**config.mk**
```make
export PLATFORM = sky130hd
export DESIGN_NAME = uart_prog_loader_flat
export DESIGN_NICKNAME = d
export VERILOG_FILES = /design/src/rtl/uart_prog_loader_if.sv /design/src/rtl/uart_prog_loader.sv /design/src/flat_wrapper.sv
export SDC_FILE = /design/constraint.sdc
export NUM_CORES = 1
export LEC_CHECK = 0
export CORE_MARGIN = 1
export CORE_UTILIZATION = 54
export CTS_BUF_LIST = sky130_fd_sc_hd__clkbuf_4
export DETAILED_ROUTE_END_ITERATION = 7
export GPL_ROUTABILITY_DRIVEN = 0
export PLACE_DENSITY = 0.79
export SLEW_MARGIN = 20
export SYNTH_ARGS = -nofsm -noshare
export SYNTH_HDL_FRONTEND = slang
export SYNTH_SLANG_ARGS = --single-unit
```
**constraint.sdc**
```tcl
create_clock -name clk -period 2.8 [get_ports clk]
set_input_delay 0.56 -clock clk [delete_from_list [all_inputs] [get_ports clk]]
set_output_delay 0.56 -clock clk [all_outputs]
set_load 0.02 [all_outputs]
```
**src/rtl/uart_prog_loader_if.sv**
```systemverilog
// rtl/uart_prog_loader_if.sv - fetch port and load status between the program loader and the PC stage
interface uart_prog_loader_if #(
  parameter int ADDR_W = 4
);
  logic [ADDR_W-1:0] rd_addr;
  logic [7:0]        rd_data;
  logic              load_busy;
  logic              load_done;
  logic              frame_err;
  logic [ADDR_W:0]   wr_count;

  modport master (
    output rd_addr,
    input  rd_data, load_busy, load_done, frame_err, wr_count
  );

  modport slave (
    input  rd_addr,
    output rd_data, load_busy, load_done, frame_err, wr_count
  );
endinterface

```
**src/rtl/uart_prog_loader.sv**
```systemverilog
// rtl/uart_prog_loader.sv - 8N1 UART receiver loading a framed program (A5, N, data) into a DEPTH x 8 store
// Optional trailing XOR checksum byte when LOADER_CHECKSUM_EN is defined.
module uart_prog_loader #(
  parameter int CLKS_PER_BIT = 87,
  parameter int DEPTH        = 16,
  parameter int ADDR_W       = 4
) (
  input  logic               clk,
  input  logic               rst_n,
  input  logic               ena,
  input  logic               rx,
  uart_prog_loader_if.slave  bus
);
  localparam int CW = $clog2(CLKS_PER_BIT);
  localparam logic [CW-1:0]   HALF_M1 = CW'(CLKS_PER_BIT / 2 - 1);
  localparam logic [CW-1:0]   FULL_M1 = CW'(CLKS_PER_BIT - 1);
  localparam logic [ADDR_W:0] ONE     = 1;

  typedef enum logic [1:0] {IDLE, START, DATA, STOP} rx_state_t;
  typedef enum logic [2:0] {L_SYNC, L_LEN, L_DATA, L_CSUM, L_DONE} ld_state_t;

  rx_state_t        rx_state;
  ld_state_t        ld_state;
  logic             rx_s1, rx_s2, rx_q;
  logic [CW-1:0]    cnt;
  logic [2:0]       bit_idx;
  logic [7:0]       shift;
  logic             byte_valid;
  logic             stop_err;
  logic [ADDR_W:0]  len;
  logic [7:0]       mem [DEPTH];
`ifdef LOADER_CHECKSUM_EN
  logic [7:0]       csum;
`endif

  assign bus.rd_data = mem[bus.rd_addr];

  // Receiver: rx_q is one more delayed copy of the synchronised line for edge detection.
  always_ff @(posedge clk or negedge rst_n) begin
    if (!rst_n) begin
      rx_s1      <= 1'b1;
      rx_s2      <= 1'b1;
      rx_q       <= 1'b1;
      rx_state   <= IDLE;
      cnt        <= '0;
      bit_idx    <= '0;
      shift      <= '0;
      byte_valid <= 1'b0;
      stop_err   <= 1'b0;
    end else if (ena) begin
      rx_s1      <= rx;
      rx_s2      <= rx_s1;
      rx_q       <= rx_s2;
      byte_valid <= 1'b0;
      stop_err   <= 1'b0;
      case (rx_state)
        IDLE: begin
          if (rx_q && !rx_s2) begin
            rx_state <= START;
            cnt      <= HALF_M1;
          end
        end
        START: begin
          if (cnt == '0) begin
            if (!rx_s2) begin
              rx_state <= DATA;
              cnt      <= FULL_M1;
              bit_idx  <= '0;
            end else begin
              rx_state <= IDLE;
            end
          end else begin
            cnt <= cnt - 1'b1;
          end
        end
        DATA: begin
          if (cnt == '0) begin
            shift   <= {rx_s2, shift[7:1]};
            cnt     <= FULL_M1;
            bit_idx <= bit_idx + 1'b1;
            if (bit_idx == 3'd7) rx_state <= STOP;
          end else begin
            cnt <= cnt - 1'b1;
          end
        end
        STOP: begin
          if (cnt == '0) begin
            if (rx_s2) byte_valid <= 1'b1;
            else       stop_err   <= 1'b1;
            rx_state <= IDLE;
          end else begin
            cnt <= cnt - 1'b1;
          end
        end
        default: rx_state <= IDLE;
      endcase
    end
  end

  // Loader: wr_count doubles as the write pointer since it restarts at 0 on every sync byte.
  always_ff @(posedge clk or negedge rst_n) begin
    if (!rst_n) begin
      for (int i = 0; i < DEPTH; i++) mem[i] <= '0;
      ld_state      <= L_SYNC;
      len           <= '0;
      bus.load_busy <= 1'b0;
      bus.load_done <= 1'b0;
      bus.frame_err <= 1'b0;
      bus.wr_count  <= '0;
`ifdef LOADER_CHECKSUM_EN
      csum          <= '0;
`endif
    end else if (ena) begin
      if (stop_err) begin
        bus.frame_err <= 1'b1;
        if (ld_state == L_LEN || ld_state == L_DATA || ld_state == L_CSUM) begin
          ld_state      <= L_SYNC;
          bus.load_busy <= 1'b0;
        end
      end else if (byte_valid) begin
        case (ld_state)
          L_SYNC, L_DONE: begin
            if (shift == 8'hA5) begin
              ld_state      <= L_LEN;
              bus.load_busy <= 1'b1;
              bus.load_done <= 1'b0;
              bus.frame_err <= 1'b0;
              bus.wr_count  <= '0;
            end
          end
          L_LEN: begin
            if (shift == 8'h00 || shift > 8'(DEPTH)) begin
              ld_state      <= L_SYNC;
              bus.frame_err <= 1'b1;
              bus.load_busy <= 1'b0;
            end else begin
              len      <= shift[ADDR_W:0];
              ld_state <= L_DATA;
`ifdef LOADER_CHECKSUM_EN
              csum     <= '0;
`endif
            end
          end
          L_DATA: begin
            mem[bus.wr_count[ADDR_W-1:0]] <= shift;
            bus.wr_count <= bus.wr_count + ONE;
`ifdef LOADER_CHECKSUM_EN
            csum <= csum ^ shift;
            if (bus.wr_count + ONE == len) ld_state <= L_CSUM;
`else
            if (bus.wr_count + ONE == len) begin
              ld_state      <= L_DONE;
              bus.load_busy <= 1'b0;
              bus.load_done <= 1'b1;
            end
`endif
          end
          L_CSUM: begin
`ifdef LOADER_CHECKSUM_EN
            bus.load_busy <= 1'b0;
            if (shift == csum) begin
              ld_state      <= L_DONE;
              bus.load_done <= 1'b1;
            end else begin
              ld_state      <= L_SYNC;
              bus.frame_err <= 1'b1;
            end
`else
            ld_state <= L_SYNC;
`endif
          end
          default: ld_state <= L_SYNC;
        endcase
      end
    end
  end
endmodule

```
**src/flat_wrapper.sv**
```systemverilog
// flat-port wrapper written by rule: the top's interface ports become plain ports
module uart_prog_loader_flat 
#(
  parameter int CLKS_PER_BIT = 87,
  parameter int DEPTH        = 16,
  parameter int ADDR_W       = 4
)
  (clk, rst_n, ena, rx, bus_rd_addr, bus_rd_data, bus_load_busy, bus_load_done, bus_frame_err, bus_wr_count);
  uart_prog_loader_if #(.ADDR_W(ADDR_W)) bus_i ();
  input  logic clk;
  input  logic rst_n;
  input  logic ena;
  input  logic rx;
  input wire logic [$bits(bus_i.rd_addr)-1:0] bus_rd_addr;
  output wire logic [$bits(bus_i.rd_data)-1:0] bus_rd_data;
  output wire logic [$bits(bus_i.load_busy)-1:0] bus_load_busy;
  output wire logic [$bits(bus_i.load_done)-1:0] bus_load_done;
  output wire logic [$bits(bus_i.frame_err)-1:0] bus_frame_err;
  output wire logic [$bits(bus_i.wr_count)-1:0] bus_wr_count;
  assign bus_i.rd_addr = bus_rd_addr;
  assign bus_rd_data = bus_i.rd_data;
  assign bus_load_busy = bus_i.load_busy;
  assign bus_load_done = bus_i.load_done;
  assign bus_frame_err = bus_i.frame_err;
  assign bus_wr_count = bus_i.wr_count;
  uart_prog_loader #(.CLKS_PER_BIT(CLKS_PER_BIT), .DEPTH(DEPTH), .ADDR_W(ADDR_W)) u_core (.clk(clk), .rst_n(rst_n), .ena(ena), .rx(rx), .bus(bus_i));
endmodule
```
# ---- Word-level counts from Yosys, hierarchy flattened
# Cells that the tools add are included.
dict set report totals {
  regBits 169
  latch_bits 0
  ram_bits 0
  mem_bits_ro 0
  in_bits 8
  output_inout_bits 16
  word_cells 145
  mem_count 0
}
dict set report op_classes {
  add_sub_neg 3
  mul 0
  n_div 0
  order_cmp 4
  n_eq_ne 24
  n_shift 0
  muxes 52
  bitwise 4
  n_reduce_logical 27
}
# op count
set op_table {}
lappend op_table {{128-bit bitwise mux} 1}
lappend op_table {{7-bit two-way mux} 5}
lappend op_table {{8-bit binary-select mux with 4-bit select} 1}
lappend op_table {{8-bit demux with 4-bit select} 1}
lappend op_table {{7-bit one-hot mux with 4 select lines} 1}
lappend op_table {{5-bit AND reduction} 5}
lappend op_table {{3-bit two-way mux} 8}
lappend op_table {{8-bit two-way mux} 3}
lappend op_table {{1-bit two-way mux} 17}
lappend op_table {{2-bit two-way mux} 7}
lappend op_table {{2-bit by 1-bit != test with 1-bit output, second input constant} 6}
lappend op_table {{6-bit AND reduction} 2}
lappend op_table {{5-bit >= comparator, second input constant} 2}
lappend op_table {{4-bit NOT with 5-bit output} 2}
lappend op_table {{5-bit one-hot mux with 2 select lines} 1}
lappend op_table {{3-bit one-hot mux with 3 select lines} 1}
lappend op_table {{8-bit equality test, second input constant} 1}
lappend op_table {{8-bit by 5-bit > comparator with 1-bit output, second input constant} 1}
lappend op_table {{8-bit logical NOT} 1}
lappend op_table {{2-bit != test, second input constant} 4}
lappend op_table {{2-bit one-hot mux with 4 select lines} 1}
lappend op_table {{4-bit AND reduction} 2}
lappend op_table {{7-bit logical NOT} 1}
lappend op_table {{7-bit AND reduction} 1}
lappend op_table {{other kinds (28)} 39}

# ---- Depth between registers and ports, before layout
dict set report logic_depth {
  word_depth 6
  ltp_mapped 8
}

# ---- Least setup slack after synthesis
# OpenSTA, ideal clock, no wires.
dict set report synth_path {
  kind {input-to-output}
  startpoint {in bus_rd_addr[0]}
  endpoint {out bus_rd_data[0]}
  arrival_ns 1.945
  slack_ns 0.295
  stages 4
  path_buffers 2
  path_cell_list {buf_2 buf_6 mux4_2 mux4_2}
}
dict set report synth_via {
  elab_chain_len 4
}
# item line
set synth_rtl {}
lappend synth_rtl {{from (decl)} flat_wrapper.sv:14} ;# input wire logic [$bits(bus_i.rd_addr)-1:0] bus_rd_addr;
lappend synth_rtl {{4-bit NOT with 5-bit output (not written as such)} uart_prog_loader.sv:36} ;# assign bus.rd_data = mem[bus.rd_addr];
lappend synth_rtl {{8-bit binary-select mux with 4-bit select} uart_prog_loader.sv:36}
lappend synth_rtl {{8-bit two-way mux (not written as such) (2 in a row)} uart_prog_loader.sv:36}
lappend synth_rtl {{to (decl)} flat_wrapper.sv:15} ;# output wire logic [$bits(bus_i.rd_data)-1:0] bus_rd_data;
# No other way between the ends. The select of a mux whose other input is x is not followed.

# ---- Worst setup path after layout
dict set report layout_path {
  startpoint {reg u_core.mem[32] in the netlist's numbering}
  endpoint {out bus_rd_data[0]}
}
dict set report layout_via {
  elab_chain_len 3
}
# item line
set layout_rtl {}
lappend layout_rtl {{from (decl)} uart_prog_loader.sv:31} ;# logic [7:0] mem [DEPTH];
lappend layout_rtl {{from (signal, indexed assignment)} uart_prog_loader.sv:145} ;# mem[bus.wr_count[ADDR_W-1:0]] <= shift;
lappend layout_rtl {{8-bit binary-select mux with 4-bit select} uart_prog_loader.sv:36}
lappend layout_rtl {{8-bit two-way mux (not written as such) (2 in a row)} uart_prog_loader.sv:36}
# No other way between the ends. The select of a mux whose other input is x is not followed.

==> results.sh <==
export IMPL_clk_pin_slew_ps=120
export IMPL_start_kind="flip-flop"
export IMPL_synthAdderAreaFrac_pct=1.791
export IMPL_final_nets=609
export IMPL_period_needed_ps=2685
export IMPL_die_h_um=126.6
export IMPL_worstSetupPathType="flip-flop to output port"
export IMPL_grt_overflow=0
export IMPL_cts_tree="built"
export IMPL_multi_input_area_mm2=0.003874
export IMPL_die_area_mm2=0.01602
export IMPL_synth_top_family_by_area="multiplexers"
export IMPL_grt_antenna_before_repair=0
export IMPL_clk_path_buf_depth=2
export IMPL_arrival_ps=2120
export IMPL_path_cells="mux4_2 > mux4_2 > buf_2"
export IMPL_cts_buffers=17
export IMPL_synthTopCellsByArea="dfrtp_1 50%, mux2_2 16%, mux4_2 11%"
export IMPL_path_common_cell="mux4_2"
export IMPL_ys_seq_elements=169
export IMPL_die_w_um=126.6
export IMPL_detail_route_first_pass_iterations=5
export IMPL_rsz0062_at_grt="false"
export IMPL_insertion_delay_ps=570
export IMPL_wire_per_inst_um=21.29
export IMPL_drive_gt1_share_pct=44.17
export IMPL_crit_path_max_incr_delay_ps=480
export IMPL_hold_path_class="flip-flop to flip-flop"
export IMPL_regArea_mm2=0.004233
export IMPL_drv_slew=0
export IMPL_io_buffer_count=23
export IMPL_vias=4857
export IMPL_muxShareOfSynthArea_pct=31.48
export IMPL_row_count=45
export IMPL_yosysMostFrequentCell="dfrtp_1"
export IMPL_yosysUniqueCellTypes=62
export IMPL_diodes=0
export IMPL_grt_usage_pct=23.02
export IMPL_areaGrowthSynthToFinish_pct=8.255
export IMPL_synth_xor_area_share_pct=0.7315
export IMPL_place_ws_ps=-409.8
export IMPL_synth_top_cell_area_share_pct=49.56
export IMPL_yosys_most_used_dff="dfrtp_1"
export IMPL_h_tree_depth=4
export IMPL_synth_area_per_cell_um2=14.60
export IMPL_synth_commonest_cells="166 x dfrtp_1, 121 x mux2_2, 40 x mux4_2, 23 x mux2_4, 18 x clkbuf_1"
export IMPL_run_status="completed"
export IMPL_wl_um=16770
export IMPL_first_iter_violations=325
export IMPL_drt_antenna_violating_nets=0
export IMPL_pwr_density_cell_mw_per_mm2=488.3
export IMPL_grt_pass1_vias=5155
export IMPL_slowest_stage="mux4_2"
export IMPL_post_route_period_util_pct=95.88
export IMPL_grt_max_degree=73
export IMPL_hold_viol_final=0
export IMPL_fillers=1144
export IMPL_grt_first_pass_wirelength_um=28030
export IMPL_required_ps=2240
export IMPL_synthCells=574
export IMPL_coreArea_mm2=0.01520
export IMPL_syn_num_nets=594
export IMPL_peakVddDrop_mv=0.3561
export IMPL_pin_count=24
export IMPL_yosysWarnings=0
export IMPL_hpwlAfterDp_um=11480
export IMPL_synthArstFlopShare_pct=100.0
export IMPL_seq_area_frac_synth_pct=50.50
export IMPL_finClkSkew_ps=20.02
export IMPL_yosys_area_share_simple_pct=7.404
export IMPL_finalCoreUtilization_pct=59.69
export IMPL_viasPerCell=6.164
export IMPL_p_leak_nw=4.296
export IMPL_yosysTopAreaCell="dfrtp_1"
export IMPL_cts_sinks=169
export IMPL_synth_compound_area_share_pct=4.732
export IMPL_ctsRootBufferMaster="clkbuf_4"
export IMPL_drc=0
export IMPL_setup_worst_path_end_class="output port"
export IMPL_total_power_mw=4.431
export IMPL_synth_edf_count=0
export IMPL_max_freq_ghz=0.3725
export IMPL_start_util_pct=55.14
export IMPL_synthesis_area_mm2=0.008382
export IMPL_maxCapViolCount=0
export IMPL_crit_path_max_fanout=2
export IMPL_hold_ws_ps=495.1
export IMPL_tns_ps=0
export IMPL_slew_headroom_pct=41.24
export IMPL_final_setup_viol_count=0
export IMPL_worst_slack_ps=115.3
export IMPL_tightest_slew_ps=875.5
==> cells by family after synthesis <==
group / after synthesis
compound gates: 58
xor+xnor: 7
fa+ha+maj: 12
buf+inv: 54
flops: 169
mux: 187
simple gates: 87
==> final cells by class <==
| cell class | instances | area share [%] |
|---|---|---|
| sequential | 169 | 46.65 |
| multi-input combinational | 351 | 42.69 |
| timing repair buffer | 38 | 4.633 |
| tap | 188 | 2.592 |
| clock buffer | 19 | 1.572 |
| clock inverter | 11 | 1.365 |
| inverter | 12 | 0.4964 |
==> stage by stage <==
step / cell area [um^2] / instances
detailed placement: 8803 / 755
global route: 9074 / 788
finish: 9074 / 788
global placement: 8803 / 755
floorplan: 8382 / 574
CTS: 9111 / 788
==> power by group <==
part / internal, mW / switching, mW
clock: 0.541 / 0.836
combinational: 0.185 / 0.231
sequential: 2.52 / 0.119
==> flip-flops by register name (all words and copies together), names as in the netlist, named ones only <==
register and count:
u_core.mem 128, u_core.shift 8, u_core.cnt 7, u_core.bus.wr_count 5, u_core.len 5, u_core.bit_idx 3
u_core.ld_state 3, u_core.bus.frame_err 1, u_core.bus.load_busy 1, u_core.bus.load_done 1, u_core.byte_valid 1, u_core.rx_q 1
u_core.rx_s1 1, u_core.rx_s2 1, u_core.rx_state 1, u_core.stop_err 1
==> final timing paths <==
| kind | depth (start not counted) | end | slack, ps | startpoint |
|---|---|---|---|---|
| max in group asynchronous | 3 | u_core.mem[30]$_DFFE_PN0P_ | 1500 | rst_n |
| max | 3 | bus_rd_data[0] | 120 | u_core.mem[32]$_DFFE_PN0P_ |
| min in group asynchronous | 2 | u_core.mem[92]$_DFFE_PN0P_ | 540 | rst_n |
| min | 1 | u_core.bus.load_done$_DFFE_PN0P_ | 500 | u_core.bus.load_done$_DFFE_PN0P_ |
| max reg2reg | 6 | u_core.ld_state[1]$_DFFE_PN0P_ | 420 | u_core.bus.wr_count[0]$_DFFE_PN0P_ |
| min reg2reg | 1 | u_core.bus.load_done$_DFFE_PN0P_ | 500 | u_core.bus.load_done$_DFFE_PN0P_ |
==> what timing repair did <==
| item | in CTS | in global routing |
|---|---|---|
| hold endpoints to repair | 32 | 0 |
| resized for setup | 28 | 6 |
| gates cloned | 1 | 0 |
| hold buffers | 1 | 0 |
| endpoints found under the setup margin | 8 | 6 |
| setup buffers | 1 | 0 |
==> worst max-delay path, delay by kind of cell, from the launching register on <==
kind,cells,cell delay [ps]
buffers and inverters,1,180
flip-flops,1,430
multiplexers,2,960
==> layout by cell type, fill, tap and decap left out, types with 3 or more instances in the layout <==
master	count
o21ai_0	9
nor4_1	3
o2bb2ai_1	3
mux4_2	40
nor2b_1	7
buf_12	8
a31oi_1	3
nor2_1	10
nand2_1	13
xnor2_1	4
a21oi_1	15
nand3_4	8
ha_1	12
nand2b_1	3
xor2_1	3
clkbuf_4	19
buf_4	5
mux2_2	121
mux2_4	23
inv_1	12
nand3_1	8
nor3_1	8
buf_2	9
dfstp_2	3
nand3_2	8
o22a_1	3
clkdlybuf4s50_1	12
inv_6	3
a21o_1	3
mux2i_1	3
clkinvlp_4	4
dfrtp_1	166
==> metal layers <==
metal | GRT usage (%) | up-vias | part of all wire [%]
met2 | 37.54 | 111 | 49
met3 | 4.429 | 21 | 3.6
li1 | - | 2167 | -
met5 | 0 | - | 0
met1 | 31.26 | 2558 | 46
met4 | 7.583 | 0 | 1.7
Note: power is estimated with default switching activity, not from simulation.
